==> src/rtl/pad_bus_responder.sv <==
// pad_bus_responder: serial pad-bus slave that receives write/read command frames
// and answers reads by driving the shared line after a fixed turnaround.
module pad_bus_responder #(
  parameter int BIT_CYCLES  = 8,
  parameter int TURN_CYCLES = 16
) (
  input  logic       CK,
  input  logic       RN,
  input  logic       pad_c,
  output logic       pad_i,
  output logic       pad_oen,
  output logic       wr_valid,
  output logic [6:0] wr_addr,
  output logic [7:0] wr_data,
  output logic       rd_req,
  output logic [6:0] rd_addr,
  input  logic [7:0] rd_data,
  output logic       busy,
  output logic       frame_err
);
  localparam int CMAX = BIT_CYCLES > TURN_CYCLES ? BIT_CYCLES : TURN_CYCLES;
  localparam int CW = $clog2(CMAX + 1);
  localparam logic [CW-1:0] HALF = CW'(BIT_CYCLES / 2 - 1);
  localparam logic [CW-1:0] FULL = CW'(BIT_CYCLES - 1);
  localparam logic [CW-1:0] TURN_LD = CW'(TURN_CYCLES - 2);
  typedef enum logic [2:0] {IDLE, RX_CMD, RX_DATA, TURN, TX} state_t;
  state_t state_q, state_d;
  logic s1_q, sc_q, sp_q, fall;
  logic [CW-1:0] cnt_q, cnt_d;
  logic [3:0] bit_q, bit_d;
  logic act_q, act_d;
  logic [7:0] sh_q, sh_d;
  logic [6:0] cmd_q, cmd_d;
  logic wr_valid_q, wr_valid_d, rd_req_q, rd_req_d, frame_err_q, frame_err_d;
  logic [6:0] wr_addr_q, wr_addr_d, rd_addr_q, rd_addr_d;
  logic [7:0] wr_data_q, wr_data_d;
  assign fall = sp_q & ~sc_q;
  always_ff @(posedge CK or negedge RN) begin
    if (!RN) begin
      s1_q <= 1'b1;
      sc_q <= 1'b1;
      sp_q <= 1'b1;
      state_q <= IDLE;
      cnt_q <= '0;
      bit_q <= '0;
      act_q <= 1'b0;
      sh_q <= '0;
      cmd_q <= '0;
      wr_valid_q <= 1'b0;
      rd_req_q <= 1'b0;
      frame_err_q <= 1'b0;
      wr_addr_q <= '0;
      wr_data_q <= '0;
      rd_addr_q <= '0;
    end else begin
      s1_q <= pad_c;
      sc_q <= s1_q;
      sp_q <= sc_q;
      state_q <= state_d;
      cnt_q <= cnt_d;
      bit_q <= bit_d;
      act_q <= act_d;
      sh_q <= sh_d;
      cmd_q <= cmd_d;
      wr_valid_q <= wr_valid_d;
      rd_req_q <= rd_req_d;
      frame_err_q <= frame_err_d;
      wr_addr_q <= wr_addr_d;
      wr_data_q <= wr_data_d;
      rd_addr_q <= rd_addr_d;
    end
  end
  always_comb begin
    state_d = state_q;
    cnt_d = cnt_q;
    bit_d = bit_q;
    act_d = act_q;
    sh_d = sh_q;
    cmd_d = cmd_q;
    wr_valid_d = 1'b0;
    rd_req_d = 1'b0;
    frame_err_d = 1'b0;
    wr_addr_d = wr_addr_q;
    wr_data_d = wr_data_q;
    rd_addr_d = rd_addr_q;
    case (state_q)
      IDLE: if (fall) begin
        state_d = RX_CMD;
        act_d = 1'b1;
        cnt_d = HALF;
        bit_d = '0;
      end
      RX_CMD, RX_DATA:
        // act_q low means still waiting for a start edge (data frame only)
        if (!act_q) begin
          if (fall) begin
            act_d = 1'b1;
            cnt_d = HALF;
            bit_d = '0;
          end
        end else if (cnt_q != '0) cnt_d = cnt_q - CW'(1);
        else if (bit_q == 4'd0) begin
          if (sc_q) begin
            act_d = 1'b0;
            state_d = state_q == RX_CMD ? IDLE : RX_DATA;
          end else begin
            cnt_d = FULL;
            bit_d = 4'd1;
          end
        end else if (bit_q != 4'd9) begin
          sh_d = {sh_q[6:0], sc_q};
          cnt_d = FULL;
          bit_d = bit_q + 4'd1;
        end else begin
          act_d = 1'b0;
          bit_d = '0;
          if (!sc_q) begin
            frame_err_d = 1'b1;
            state_d = IDLE;
          end else if (state_q == RX_DATA) begin
            wr_valid_d = 1'b1;
            wr_addr_d = cmd_q;
            wr_data_d = sh_q;
            state_d = IDLE;
          end else if (sh_q[7]) begin
            rd_req_d = 1'b1;
            rd_addr_d = sh_q[6:0];
            cnt_d = TURN_LD;
            state_d = TURN;
          end else begin
            cmd_d = sh_q[6:0];
            state_d = RX_DATA;
          end
        end
      TURN: if (cnt_q != '0) cnt_d = cnt_q - CW'(1);
      else begin
        sh_d = rd_data;
        cnt_d = FULL;
        bit_d = '0;
        state_d = TX;
      end
      TX: if (cnt_q != '0) cnt_d = cnt_q - CW'(1);
      else if (bit_q == 4'd9) begin
        bit_d = '0;
        state_d = IDLE;
      end else begin
        if (bit_q != 4'd0) sh_d = {sh_q[6:0], 1'b0};
        bit_d = bit_q + 4'd1;
        cnt_d = FULL;
      end
      default: state_d = IDLE;
    endcase
  end
  // line drive is decoded straight from state so reset releases it asynchronously
  always_comb begin
    pad_oen = state_q != TX;
    pad_i = state_q != TX ? 1'b1 : bit_q == 4'd0 ? 1'b0 : bit_q == 4'd9 ? 1'b1 : sh_q[7];
    busy = state_q != IDLE;
  end
  assign wr_valid = wr_valid_q;
  assign wr_addr = wr_addr_q;
  assign wr_data = wr_data_q;
  assign rd_req = rd_req_q;
  assign rd_addr = rd_addr_q;
  assign frame_err = frame_err_q;
endmodule

==> config.mk <==
export PLATFORM = sky130hd
export DESIGN_NAME = pad_bus_responder
export DESIGN_NICKNAME = d
export VERILOG_FILES = /design/src/rtl/pad_bus_responder.sv
export SDC_FILE = /design/constraint.sdc
export NUM_CORES = 1
export LEC_CHECK = 0
export CELL_PAD_IN_SITES_DETAIL_PLACEMENT = 1
export CELL_PAD_IN_SITES_GLOBAL_PLACEMENT = 1
export CORE_MARGIN = 2
export CORE_UTILIZATION = 39
export CTS_CLUSTER_DIAMETER = 80
export CTS_CLUSTER_SIZE = 14
export DETAILED_ROUTE_END_ITERATION = 7
export GPL_ROUTABILITY_DRIVEN = 0
export PLACE_DENSITY_LB_ADDON = 0.1
export SYNTH_ARGS = -nofsm -noshare
export SYNTH_HDL_FRONTEND = slang
export SYNTH_SLANG_ARGS = --single-unit
==> constraint.sdc <==
create_clock -name CK -period 2.2 [get_ports CK]
set_input_delay 0.55 -clock CK [delete_from_list [all_inputs] [get_ports CK]]
set_output_delay 0.55 -clock CK [all_outputs]
set_load 0.02 [all_outputs]
==> results.txt, run 1 <==
- Outcome: finished with violations
* Violations in the final reports: setup timing
* Crit path kind: flop to flop
- The analysis attributes to cell leakage a power of 0.00181 uW.
- Wirelength, routed: 7240 um
- Clock skew on the completed layout was measured at 0.0106 ns.
* Count of buffer and inverter cells on the critical path: 3
- Slew margin rel.: 66.6%
- At the later pin of the worst-skew pair, clock insertion delay measures 0.33 ns.
- Transition at the pin with the smallest max-transition slack: 0.500 ns
- The number of antenna violations at the first check in global routing is 0.
* DR DRC count: 0
* Remaining antenna violation count: 0
* Overall power consumption: 3710 uW
* CTS HTree Levels: 2
- Setup violations remaining at the end of the flow were counted as 16.
- After detailed routing, the number of vias per cell comes to 5.30.
- Async set-or-reset flop fraction in the synthesized netlist: 100%
* Worst path max stage delay: 0.49 ns
* Yosys reg bits: 56
* Share of the clock period used by the worst path: 107%
- Crit path max-delay cell type: sky130_fd_sc_hd__or4b_4
- STA classifies the critical path endpoint as a flop.
- After detailed routing, the average wire length per cell comes to 17.6 um.
* Pre-antenna DRT Iters: 4
- Global routing used 20.5% of the available tracks across all layers.
* Synthesis warning total: 0
- CTS buffer count: 5
* Placeable core area: 0.00679 mm2
- Setup repair after global routing missed its margin: true
- Largest net degree at the start of global routing: 57
* Fin worst setup slack: -0.149 ns
- In this run the worst path has a maximum fanout of 8.
- Area enclosed by the die boundary: 0.00769 mm2
- Share of synthesized area occupied by flip-flops and latches: 51.4%
- Family with the most delay on the worst path: simple AND/OR/NAND/NOR gates
- Distinct cells, synth: 53
- Global-route wire length before repair: 12000 um
* Synth Instances: 234
- Final std cells w/o fill: 412
* I/O pin total: 39
- The via count of the first global-routing pass was 2367.
* Fillers: 705
- Root buffer cell: sky130_fd_sc_hd__clkbuf_8
- The floorplan has 30 rows.
- Once placement completed, the tool counted placed cells totaling 392.
- The synthesized design devotes to its leading area cell type 48.6% of total area.
- Worst path required time: 2.41 ns
* Placed wire-length estimate after detailed placement: 4950 um
- Total gr overflow: 0
- Clock-pin slew was measured on the worst setup and hold paths at 0.10 ns.
- Dividing total power by cell area gives a power density of 958 mW/mm2.
* Endpoint arrival time on the critical path: 2.56 ns
* Die height: 87.7 um
- 0 antenna diodes ended up in the layout.
- The smallest clock period supported by the final layout is computed as 2.35 ns.
- After the last flow step, the layout net total stands at 330.
* Deepest clock path buffer count: 2
- In the post-synthesis netlist, the biggest area contributors are sky130_fd_sc_hd__dfrtp_1 (49%), sky130_fd_sc_hd__mux2_2 (8.7%), sky130_fd_sc_hd__mux2_4 (4.9%).
* Area Growth Syn to Fin: 41.6%
- TritonCTS built the clock tree.
- On the final layout, the worst hold slack is 0.199 ns.
* Die Wd: 87.7 um
- Clock tree synthesis found a total of 56 sinks.
* Quantity of I/O buffers inserted on ports: 38
- The mapped netlist covers 0.00273 mm2.
- The signal on the critical path passes through inv_2 -> ha_4 -> or4b_4 -> nor2_4 -> and3_4 -> nor3b_4 -> buf_4 -> buf_12 -> mux2_4.
* Most frequent cells in the layout: sky130_fd_sc_hd__dfrtp_1 (51), sky130_fd_sc_hd__buf_4 (40), sky130_fd_sc_hd__clkdlybuf4s50_1 (34)
- FMAX: 426 MHz
* Final number of hold-violating endpoints: 0
* Worst setup timing slack at the placement stage: -0.239 ns
- Of the cells placed in the final design, the portion with a size suffix greater than 1 is 40.2%.
- sky130_fd_sc_hd__dfrtp_1 takes more of the synthesized area than any other cell.
* Max Slew Vio Count: 0
- Maximum VDD drop: 531 uV
* Post-synth EDFFs: 0
* Share of the core filled with cells: 56.9%
- Max-cap violations: 0
* Startpoint class of the critical path: flop
* Net count after synthesis: 249
* Vias after detailed routing: 2182
- Most common cell after layout, fill and taps aside: sky130_fd_sc_hd__dfrtp_1
* Count of routing violations after the opening detailed-route iteration: 73
* Class of the worst hold path: primary input to async pin
- Starting density of the core: 40.2%
- Synth Flop Type: sky130_fd_sc_hd__dfrtp_1
- Each instance of the synthesized netlist takes up on average 11.7 um2.
[layer usage]
| metal | global-route usage (%) | wire, um |
|---|---|---|
| met5 | 0 | 0 |
| met4 | 7.13 | 140 |
| met3 | 3.86 | 336 |
| met2 | 33.7 | 3550 |
| met1 | 27.2 | 3220 |
[worst paths after layout]
check,from,endpoint,slack (ns),cells past startpoint
worst max register to register,cnt_q[0],wr_data[6],-0.15,9
worst max-delay path,cnt_q[0],wr_data[6],-0.15,9
worst min register to register,s1_q,sc_q,0.36,0
worst min-delay path,RN,bit_q[3],0.20,2
max in group asynchronous,RN,sc_q,1.72,2
min in group CK,s1_q,sc_q,0.36,0
[area by class of cell]
class / count / area (um2) / area share (%)
inverters: 11 / 41.3 / 1.07
flip-flops and latches: 56 / 1410 / 36.4
clock inverters: 3 / 22.5 / 0.582
clock buffers: 5 / 68.8 / 1.78
repair buffers: 85 / 771 / 19.9
well taps: 96 / 120 / 3.10
multi-input cells: 156 / 1440 / 37.2
[through the flow]
stage | cell area (um2) | TNS, ns
2_1_floorplan | 2730 | -1.10
3_3_place_gp | 3470 | -2.15
3_5_place_dp | 3470 | -4.12
4_1_cts | 3830 | -2.62
5_1_grt | 3870 | -4.48
6_report | 3870 | -1.46
[cells in the mapped netlist, types with 2 or more instances]
library cell,n
sky130_fd_sc_hd__nor4_1,3
sky130_fd_sc_hd__dfstp_2,3
sky130_fd_sc_hd__and3_1,2
sky130_fd_sc_hd__a31o_2,2
sky130_fd_sc_hd__a21oi_1,7
sky130_fd_sc_hd__nand2b_1,4
sky130_fd_sc_hd__nor2b_1,7
sky130_fd_sc_hd__a31oi_1,3
sky130_fd_sc_hd__dfrtp_1,53
sky130_fd_sc_hd__buf_2,4
sky130_fd_sc_hd__nor3_1,3
sky130_fd_sc_hd__o21ai_0,16
sky130_fd_sc_hd__mux2i_1,7
sky130_fd_sc_hd__a211o_1,2
sky130_fd_sc_hd__o2bb2ai_1,3
sky130_fd_sc_hd__ha_1,4
sky130_fd_sc_hd__nand3b_1,3
sky130_fd_sc_hd__and3b_1,2
sky130_fd_sc_hd__nand3_1,2
sky130_fd_sc_hd__a21o_1,3
sky130_fd_sc_hd__nand2_1,17
sky130_fd_sc_hd__a32oi_1,3
sky130_fd_sc_hd__mux2_4,9
sky130_fd_sc_hd__nor2_1,7
sky130_fd_sc_hd__xnor2_1,2
sky130_fd_sc_hd__mux2_2,21
sky130_fd_sc_hd__clkbuf_1,6
sky130_fd_sc_hd__inv_1,11
[worst reg2reg max path, stage by stage, from the launching register on]
cell,delay (ns)
sky130_fd_sc_hd__dfrtp_1,0.40
sky130_fd_sc_hd__inv_2,0.09
sky130_fd_sc_hd__ha_4,0.13
sky130_fd_sc_hd__or4b_4,0.49
sky130_fd_sc_hd__nor2_4,0.15
sky130_fd_sc_hd__and3_4,0.19
sky130_fd_sc_hd__nor3b_4,0.21
sky130_fd_sc_hd__buf_4,0.16
sky130_fd_sc_hd__buf_12,0.13
sky130_fd_sc_hd__mux2_4,0.30
[flip-flops by register name, summed over array words and instances, names as in the netlist, 3 cells and up]
register / flops
sh_q: 8
bit_q: 4
state_q: 3
wr_addr: 7
cmd_q: 7
rd_addr: 7
wr_data: 8
cnt_q: 5
[report_power, final]
group	leakage (uW)	switching [uW]	internal, uW
clock network	0.0000485	368	229
logic	0.00103	810	869
registers	0.000733	222	1210
total	0.00181	1400	2310
[logic make-up after synthesis]
| logic type | after synthesis | synth area share, % |
|---|---|---|
| muxes | 37 | 16.2 |
| xor gates and xnor gates | 2 | 0.641 |
| adders and majority gates | 5 | 2.20 |
| DFF | 56 | 51.4 |
| AOI/OAI and AO/OA | 50 | 12.4 |
| and+or+nand+nor | 62 | 13.6 |
| buffers and inverters | 22 | 3.62 |
[what timing repair did]
item                       4_1_cts  5_1_grt
setup endpoints to repair       41       48
cloned                           1        0
hold buffers                     0        0
pin swaps                        7        5
resized for setup               47       25
setup buffers                   13        0
(Power assumes the default switching activity.)
==> inputs of run 2 (changes only) <==
Settings changed: CORE_UTILIZATION 39 to 43, SETUP_SLACK_MARGIN set to 0.4.
Clock period 2.2 ns to 2.4 ns, I/O delays scaled along.
==> run 2 against run 1 <==
- flip-flop and latch count unchanged
- the run now ends clean
- utilization up 5.1 points
- critical endpoint unchanged
- largest power group unchanged
- via count up 0.18%
- clock power down 6.4%
==> results.txt, run 2 (same netlist as run 1, synthesis figures left out) <==
* PD cells: 887 mW/mm2 (-7.4%)
- The residual overflow from global routing is 0 (unchanged).
- The worst-margin pin slew was 0.530 ns (+0.0297 ns).
- Placed wire-length estimate after detailed placement: 4600 um (-7.0%)
- Final hold slack: 0.255 ns (+0.0552 ns)
- Slew margin rel.: 63.8% (-2.8 points)
- Outcome: finished, final reports clean
* Initial antenna violation count: 0 (unchanged)
* Clock tree from TritonCTS: built
- Max-cap violations: 0 (unchanged)
- Starting density of the core: 43.8% (+3.6 points)
* Die Wd: 83.7 um (-4.5%)
* Row count: 29 (-3.3%)
- CTS buffer count: 5 (unchanged)
* Largest net degree at the start of global routing: 57 (unchanged)
* Remaining antenna violation count: 0 (unchanged)
- The H-tree level count is 2 (unchanged).
- The number of ports placed on the die boundary is 39 (unchanged).
- Largest clock skew in the final design: 0.0106 ns (-0.0000382 ns)
- The CTS clock-pin slew for the worst setup and hold paths came to 0.11 ns (about the same).
- Crit. End Element: flop
- FF-to-FF setup slack: 0.05 ns (+0.19 ns)
- The count of TritonRoute iterations in the first routing pass came to 4 (unchanged).
- Worst Reg2Reg Path Length in Cells: 9 (unchanged)
- Leaving out fill and tap cells, the most frequent cells in the layout are sky130_fd_sc_hd__dfrtp_1 (51), sky130_fd_sc_hd__buf_4 (40), sky130_fd_sc_hd__clkdlybuf4s50_1 (34).
- Area enclosed by the die boundary: 0.00701 mm2 (-8.9%)
* Worst path required time: 2.61 ns (+0.20 ns)
- Fin worst setup slack: 0.0464 ns (+0.195 ns)
- FMAX: 425 MHz (-0.21%)
* Later-pin clock latency in the skew report: 0.32 ns (about the same)
- Placeable core area: 0.00624 mm2 (-8.1%)
- The fraction of final layout cells sized beyond drive strength 1 came to 40.8% (+0.63 points).
* Endpoint arrival time on the critical path: 2.57 ns (about the same)
* Class of the worst hold path: primary input to async pin
- Share of the clock period used by the worst path: 98.1% (-8.7 points)
- Setup repair after global routing missed its margin: true
- Final number of hold-violating endpoints: 0 (unchanged)
- The area growth from synthesis to final layout was 41.7% (about the same).
* Count of routing violations after the opening detailed-route iteration: 101 (+38%)
- Root buffer cell: sky130_fd_sc_hd__clkbuf_8
* Reported leakage power: 0.00182 uW (+0.65%)
- The clock period minus final worst setup slack is 2.35 ns (+0.00503 ns).
- Biggest fanout along the worst timing path: 8 (unchanged)
- The per-cell via count in the routed design was 5.56 (+5.0%).
* Startpoint class of the critical path: flop
* Quantity of I/O buffers inserted on ports: 38 (unchanged)
- Vias after detailed routing: 2186 (+0.18%)
- The setup-violating endpoint count in the final report is 0 (-16).
- Fillers: 645 (-8.5%)
- Wirelength, routed: 7930 um (+9.4%)
- Worst setup timing slack at the placement stage: 0.0251 ns (+0.265 ns)
- The vertical extent of the die was 83.7 um (-4.5%).
- The clock net sink count came to 56 (unchanged).
* DR DRC count: 0 (unchanged)
- The average detailed-routed wire length per instance was 20.2 um (+15%).
- The post-layout net count is 330 (unchanged).
- The worst setup path is of the flop to flop kind.
- Number of diodes added for antenna fixing: 0 (unchanged)
* Most common cell after layout, fill and taps aside: sky130_fd_sc_hd__dfrtp_1
- The global-route wire length before repair came to 12100 um (+0.63%).
- Capturing point of the worst reg2reg path: wr_data[6]
- The via count of the first global-routing pass was 2303 (-2.7%).
- Deepest clock path buffer count: 2 (unchanged)
- Worst reg2reg startpoint: cnt_q[1]
- Overall global routing resource usage: 21.8% (+1.3 points)
- The share of the core filled with cells in the final layout was 62.0% (+5.1 points).
- Max Slew Vio Count: 0 (unchanged)
- The worst supply voltage drop on vdd came to 507 uV (-4.6%).
==> run 2: cell type report <==
cell class / count / area [um2] / share of cell area (%)
clock buffers: 5 / 68.8 / 1.78
clock inverters: 3 / 26.3 / 0.679
inverters: 11 / 41.3 / 1.07
multi-input cells: 156 / 1440 / 37.1
flip-flops and latches: 56 / 1410 / 36.4
well taps: 77 / 96.3 / 2.49
repair buffers: 85 / 792 / 20.5
==> run 2: worst max-delay path by stage <==
| stage | start | end | depth (start not counted) |
|---|---|---|---|
| 2_1_floorplan | cnt_q[0] | wr_addr[6] | 8 |
| 3_3_place_gp | bit_q[0] | pad_i | 6 |
| 3_5_place_dp | bit_q[0] | pad_i | 6 |
| 4_1_cts | cnt_q[1] | wr_data[7] | 9 |
| 5_1_grt | cnt_q[1] | wr_addr[0] | 9 |
| 6_report | cnt_q[1] | wr_data[6] | 9 |
==> run 2: timing repair <==
action / CTS / global route
pin swaps: 7 / 9
setup buffers: 21 / 7
resized for setup: 48 / 29
gates cloned: 1 / 0
endpoints found under the setup margin: 49 / 52
hold buffers: 0 / 0
==> run 2: layer usage <==
layer / share of wire [%] / global-route usage (%) / up-vias / wire (um)
li1: - / - / 1003 / -
met1: 46 / 30.3 / 1112 / 3620
met2: 49 / 34.5 / 52 / 3870
met3: 3.3 / 3.86 / 19 / 263
met4: 2.2 / 7.33 / 0 / 171
met5: 0 / 0 / - / 0
==> run 2: through the flow <==
stage | std cells | TNS (ns) | cell area, um2 | power, uW
finish | 393 | 0 | 3870 | 3430
global route | 393 | -0.155 | 3870 | 3640
CTS | 386 | 0 | 3700 | 3230
detailed placement | 356 | 0 | 3310 | 2410
global placement | 356 | 0 | 3310 | 2380
floorplan | 234 | 0 | 2740 | 2000
==> run 2: critical path, cell delays in order, from the launching register on <==
cell and delay (ns):
sky130_fd_sc_hd__dfrtp_1 0.40, sky130_fd_sc_hd__inv_2 0.09, sky130_fd_sc_hd__ha_4 0.13, sky130_fd_sc_hd__or4b_4 0.50
sky130_fd_sc_hd__nor2_4 0.13, sky130_fd_sc_hd__and3_4 0.18, sky130_fd_sc_hd__nor3b_4 0.21, sky130_fd_sc_hd__buf_4 0.16
sky130_fd_sc_hd__buf_12 0.13, sky130_fd_sc_hd__mux2_4 0.30
==> run 2: where the power goes <==
part | switching [uW] | internal, uW | leakage [uW]
registers | 220 | 1110 | 0.000734
clock network | 345 | 213 | 0.0000423
logic | 774 | 772 | 0.00104
total | 1340 | 2090 | 0.00182
==> inputs of run 3 (changes only) <==
Settings changed: CORE_UTILIZATION 43 to 45, CTS_BUF_LIST set to sky130_fd_sc_hd__clkbuf_4 sky130_fd_sc_hd__clkbuf_8, GPL_TIMING_DRIVEN set to 0.
Clock period 2.4 ns to 2.6 ns, I/O delays scaled along.
==> run 3 against run 2 <==
- clock power decreased by 7.7%
- total power decreased by 12%
- hold slack got worse by 0.0039 ns
- clock-buffer cell count increased by 1
- first-iteration DRC count decreased by 5.9%
- clock skew decreased by 0.0025 ns
- maximum frequency decreased by 3.6%
- global-route usage increased by 1.5 points
- critical path type unchanged
- largest power group unchanged
==> results.txt, run 3 (same netlist as run 1, synthesis figures left out) <==
- Crit. End Element: flop
- Max-cap violations: 0 (unchanged)
- The number of hold violations in the final report came to 0 (unchanged).
* Initial antenna violation count: 0 (unchanged)
- Later-pin clock latency in the skew report: 0.32 ns (about the same)
- The number of filler cells placed in the layout came to 609 (-5.6%).
- The worst slew margin relative to its limit came to 64.3% (+0.54 points).
- The count of pins over their slew limit is 0 (unchanged).
* Vias after detailed routing: 2195 (+0.41%)
- The worst supply voltage drop on vdd is 533 uV (+5.3%).
- Multi-input gate area in the final layout: 0.00138 mm2 (-3.9%)
* Setup repair after global routing missed its margin: true
- FMAX: 410 MHz (-3.6%)
- The standard-cell row count came to 28 (-3.4%).
- The internal portion of total power came to 1810 uW (-13%).
- The portion of total power attributed to the clock network was 17.1% (+0.8 points).
- Die Wd: 81.9 um (-2.1%)
- Clock tree from TritonCTS: built
- Biggest fanout along the worst timing path: 5 (-3)
- Share of the clock period used by the worst path: 93.9% (-4.1 points)
- Count of routing violations after the opening detailed-route iteration: 95 (-5.9%)
- Placeable core area: 0.00589 mm2 (-5.7%)
* Via count of the first global-routing pass: 2173 (-5.6%)
- The remaining antenna violation count came to 0 (unchanged).
- Crit path kind: flop to flop
* Number of failing setup endpoints in the final timing report: 0 (unchanged)
- Root buffer cell: sky130_fd_sc_hd__clkbuf_8
- The placed standard-cell area came to 0.00322 mm2 (-2.6%).
* Final standard cell area without fillers: 0.00372 mm2 (-3.8%)
* Endpoint arrival time on the critical path: 2.66 ns (+0.09 ns)
- The pin count of the biggest net entering global routing is 41 (-28%).
- The area used by sequential logic in the layout was 0.00141 mm2 (about the same).
- The number of buffers inserted by hold repair at cts was 0 (unchanged).
- Overall global routing resource usage: 23.3% (+1.5 points)
- The clock net sink count came to 56 (unchanged).
- The H-tree level count is 2 (unchanged).
- Die height: 81.9 um (-2.1%)
- Global-route wire length before repair: 11700 um (-3.3%)
- The clock period minus final worst setup slack was 2.44 ns (+0.0883 ns).
- The per-cell via count in the routed design is 5.76 (+3.6%).
- The residual overflow from global routing came to 0 (unchanged).
- The clock tree buffer depth is 2 (unchanged).
* Class of the worst hold path: primary input to async pin
- Worst path required time: 2.82 ns (+0.21 ns)
- The CTS clock-pin slew for the worst setup and hold paths is 0.11 ns (about the same).
- The placed wire-length estimate was 4880 um (+5.9%).
- The post-layout net count is 320 (-3.0%).
* Final hold slack: 0.251 ns (-0.00392 ns)
- In the layout the commonest cells are sky130_fd_sc_hd__dfrtp_1 (52), sky130_fd_sc_hd__clkdlybuf4s50_1 (34), sky130_fd_sc_hd__buf_4 (23).
* Area Growth Syn to Fin: 36.2%
- The starting density of the core is 46.4% (+2.6 points).
* Startpoint class of the critical path: flop
- The cell leakage power is 0.00174 uW (-4.2%).
* I/O pin total: 39 (unchanged)
- Largest clock skew in the final design: 0.00805 ns (-0.00252 ns)
* Wirelength per Cell: 21.4 um (+6.0%)
- The fraction of power consumed by combinational cells came to 42.0% (-3.0 points).
- The count of unresolved DRC violations after routing is 0 (unchanged).
* Setup TNS after final layout: 0 ns (unchanged)
- Pre-antenna DRT Iters: 4 (unchanged)
* Most common cell after layout, fill and taps aside: sky130_fd_sc_hd__dfrtp_1
* Net switching fraction of the power: 39.8% (+0.75 points)
- Number of diodes added for antenna fixing: 0 (unchanged)
* Portion of total power attributed to sequential cells: 40.8% (+2.1 points)
* PD cells: 808 mW/mm2 (-8.9%)
- The flow ran to the end, and the final reports show no timing, DRC or antenna violations.
* Quantity of I/O buffers inserted on ports: 38 (unchanged)
- The net switching power came to 1200 uW (-11%).
- The final wirelength was 8150 um (+2.8%).
- Share of post-route cells with drive strength above 1: 36.3% (-4.5 points)
- The worst-margin pin slew was 0.532 ns (+0.00184 ns).
- The total die area came to 0.00671 mm2 (-4.2%).
- CTS buffer count: 5 (unchanged)
[run 3: changes by cell type in the layout (fill, tap and decap cells not counted), moves of 2 or more]
cell                       previous run  this run
sky130_fd_sc_hd__mux2_2               9        11
sky130_fd_sc_hd__nor3_1               1         3
sky130_fd_sc_hd__buf_2                1         3
sky130_fd_sc_hd__buf_8                0         2
sky130_fd_sc_hd__clkbuf_2             0         3
sky130_fd_sc_hd__buf_4               40        23
sky130_fd_sc_hd__mux2_4              21        19
[run 3: path summary, 6_finish.rpt]
kind	end	slack, ns	start	cells past startpoint
setup / recovery	wr_data[1]	0.16	cnt_q[0]	9
hold / removal	bit_q[1]	0.25	RN	1
setup reg to reg	wr_data[1]	0.16	cnt_q[0]	9
hold reg to reg	sc_q	0.37	s1_q	0
max in group asynchronous	state_q[1]	1.78	RN	2
min in group CK	sc_q	0.37	s1_q	0
[run 3: layout make-up]
class | count | share of cell area, %
sequential | 56 | 37.8
multi-input combinational | 156 | 37.1
timing repair buffer | 64 | 16.4
buffer | 11 | 2.52
tap | 75 | 2.52
clock buffer | 6 | 2.05
inverter | 11 | 1.11
clock inverter | 2 | 0.437
[run 3: power groups by stage]
stage | clock, uW | combinational, uW | sequential (uW)
floorplan | 0 | 690 | 1150
global placement | 0 | 895 | 1200
detailed placement | 0 | 949 | 1220
CTS | 513 | 1100 | 1190
global route | 552 | 1390 | 1240
finish | 516 | 1260 | 1230
[run 3: repair_timing]
item / in CTS / in global routing
cloned: 1 / 0
pin swaps: 3 / 4
endpoints found under the setup margin: 46 / 49
buffers inserted: 15 / 9
resized for setup: 40 / 43
[run 3: per-layer routing]
| layer | vias to the layer above | wire [um] | global-route usage, % |
|---|---|---|---|
| met3 | 14 | 204 | 3.08 |
| li1 | 990 | - | - |
| met1 | 1139 | 3710 | 32.6 |
| met2 | 52 | 4100 | 38.5 |
| met5 | - | 0 | 0 |
| met4 | 0 | 132 | 5.33 |
[run 3: worst max-delay path: stages, from the launching register on]
cell and delay, ns:
sky130_fd_sc_hd__dfrtp_1 0.41, sky130_fd_sc_hd__inv_2 0.09, sky130_fd_sc_hd__ha_4 0.13, sky130_fd_sc_hd__or4b_4 0.51
sky130_fd_sc_hd__nor2_4 0.13, sky130_fd_sc_hd__and3_4 0.19, sky130_fd_sc_hd__nor3b_4 0.30, sky130_fd_sc_hd__buf_6 0.17
sky130_fd_sc_hd__buf_16 0.11, sky130_fd_sc_hd__mux2_4 0.30
[run 3: metrics by stage]
stage	instances	power (uW)	setup WS (ns)	utilization, %
floorplan	234	1840	0.278	-
finish	381	3010	0.158	63.2
global route	381	3180	0.0847	63.2
global placement	347	2100	-0.907	54.5
CTS	372	2810	0.210	60.0
detailed placement	348	2170	-0.0341	54.7
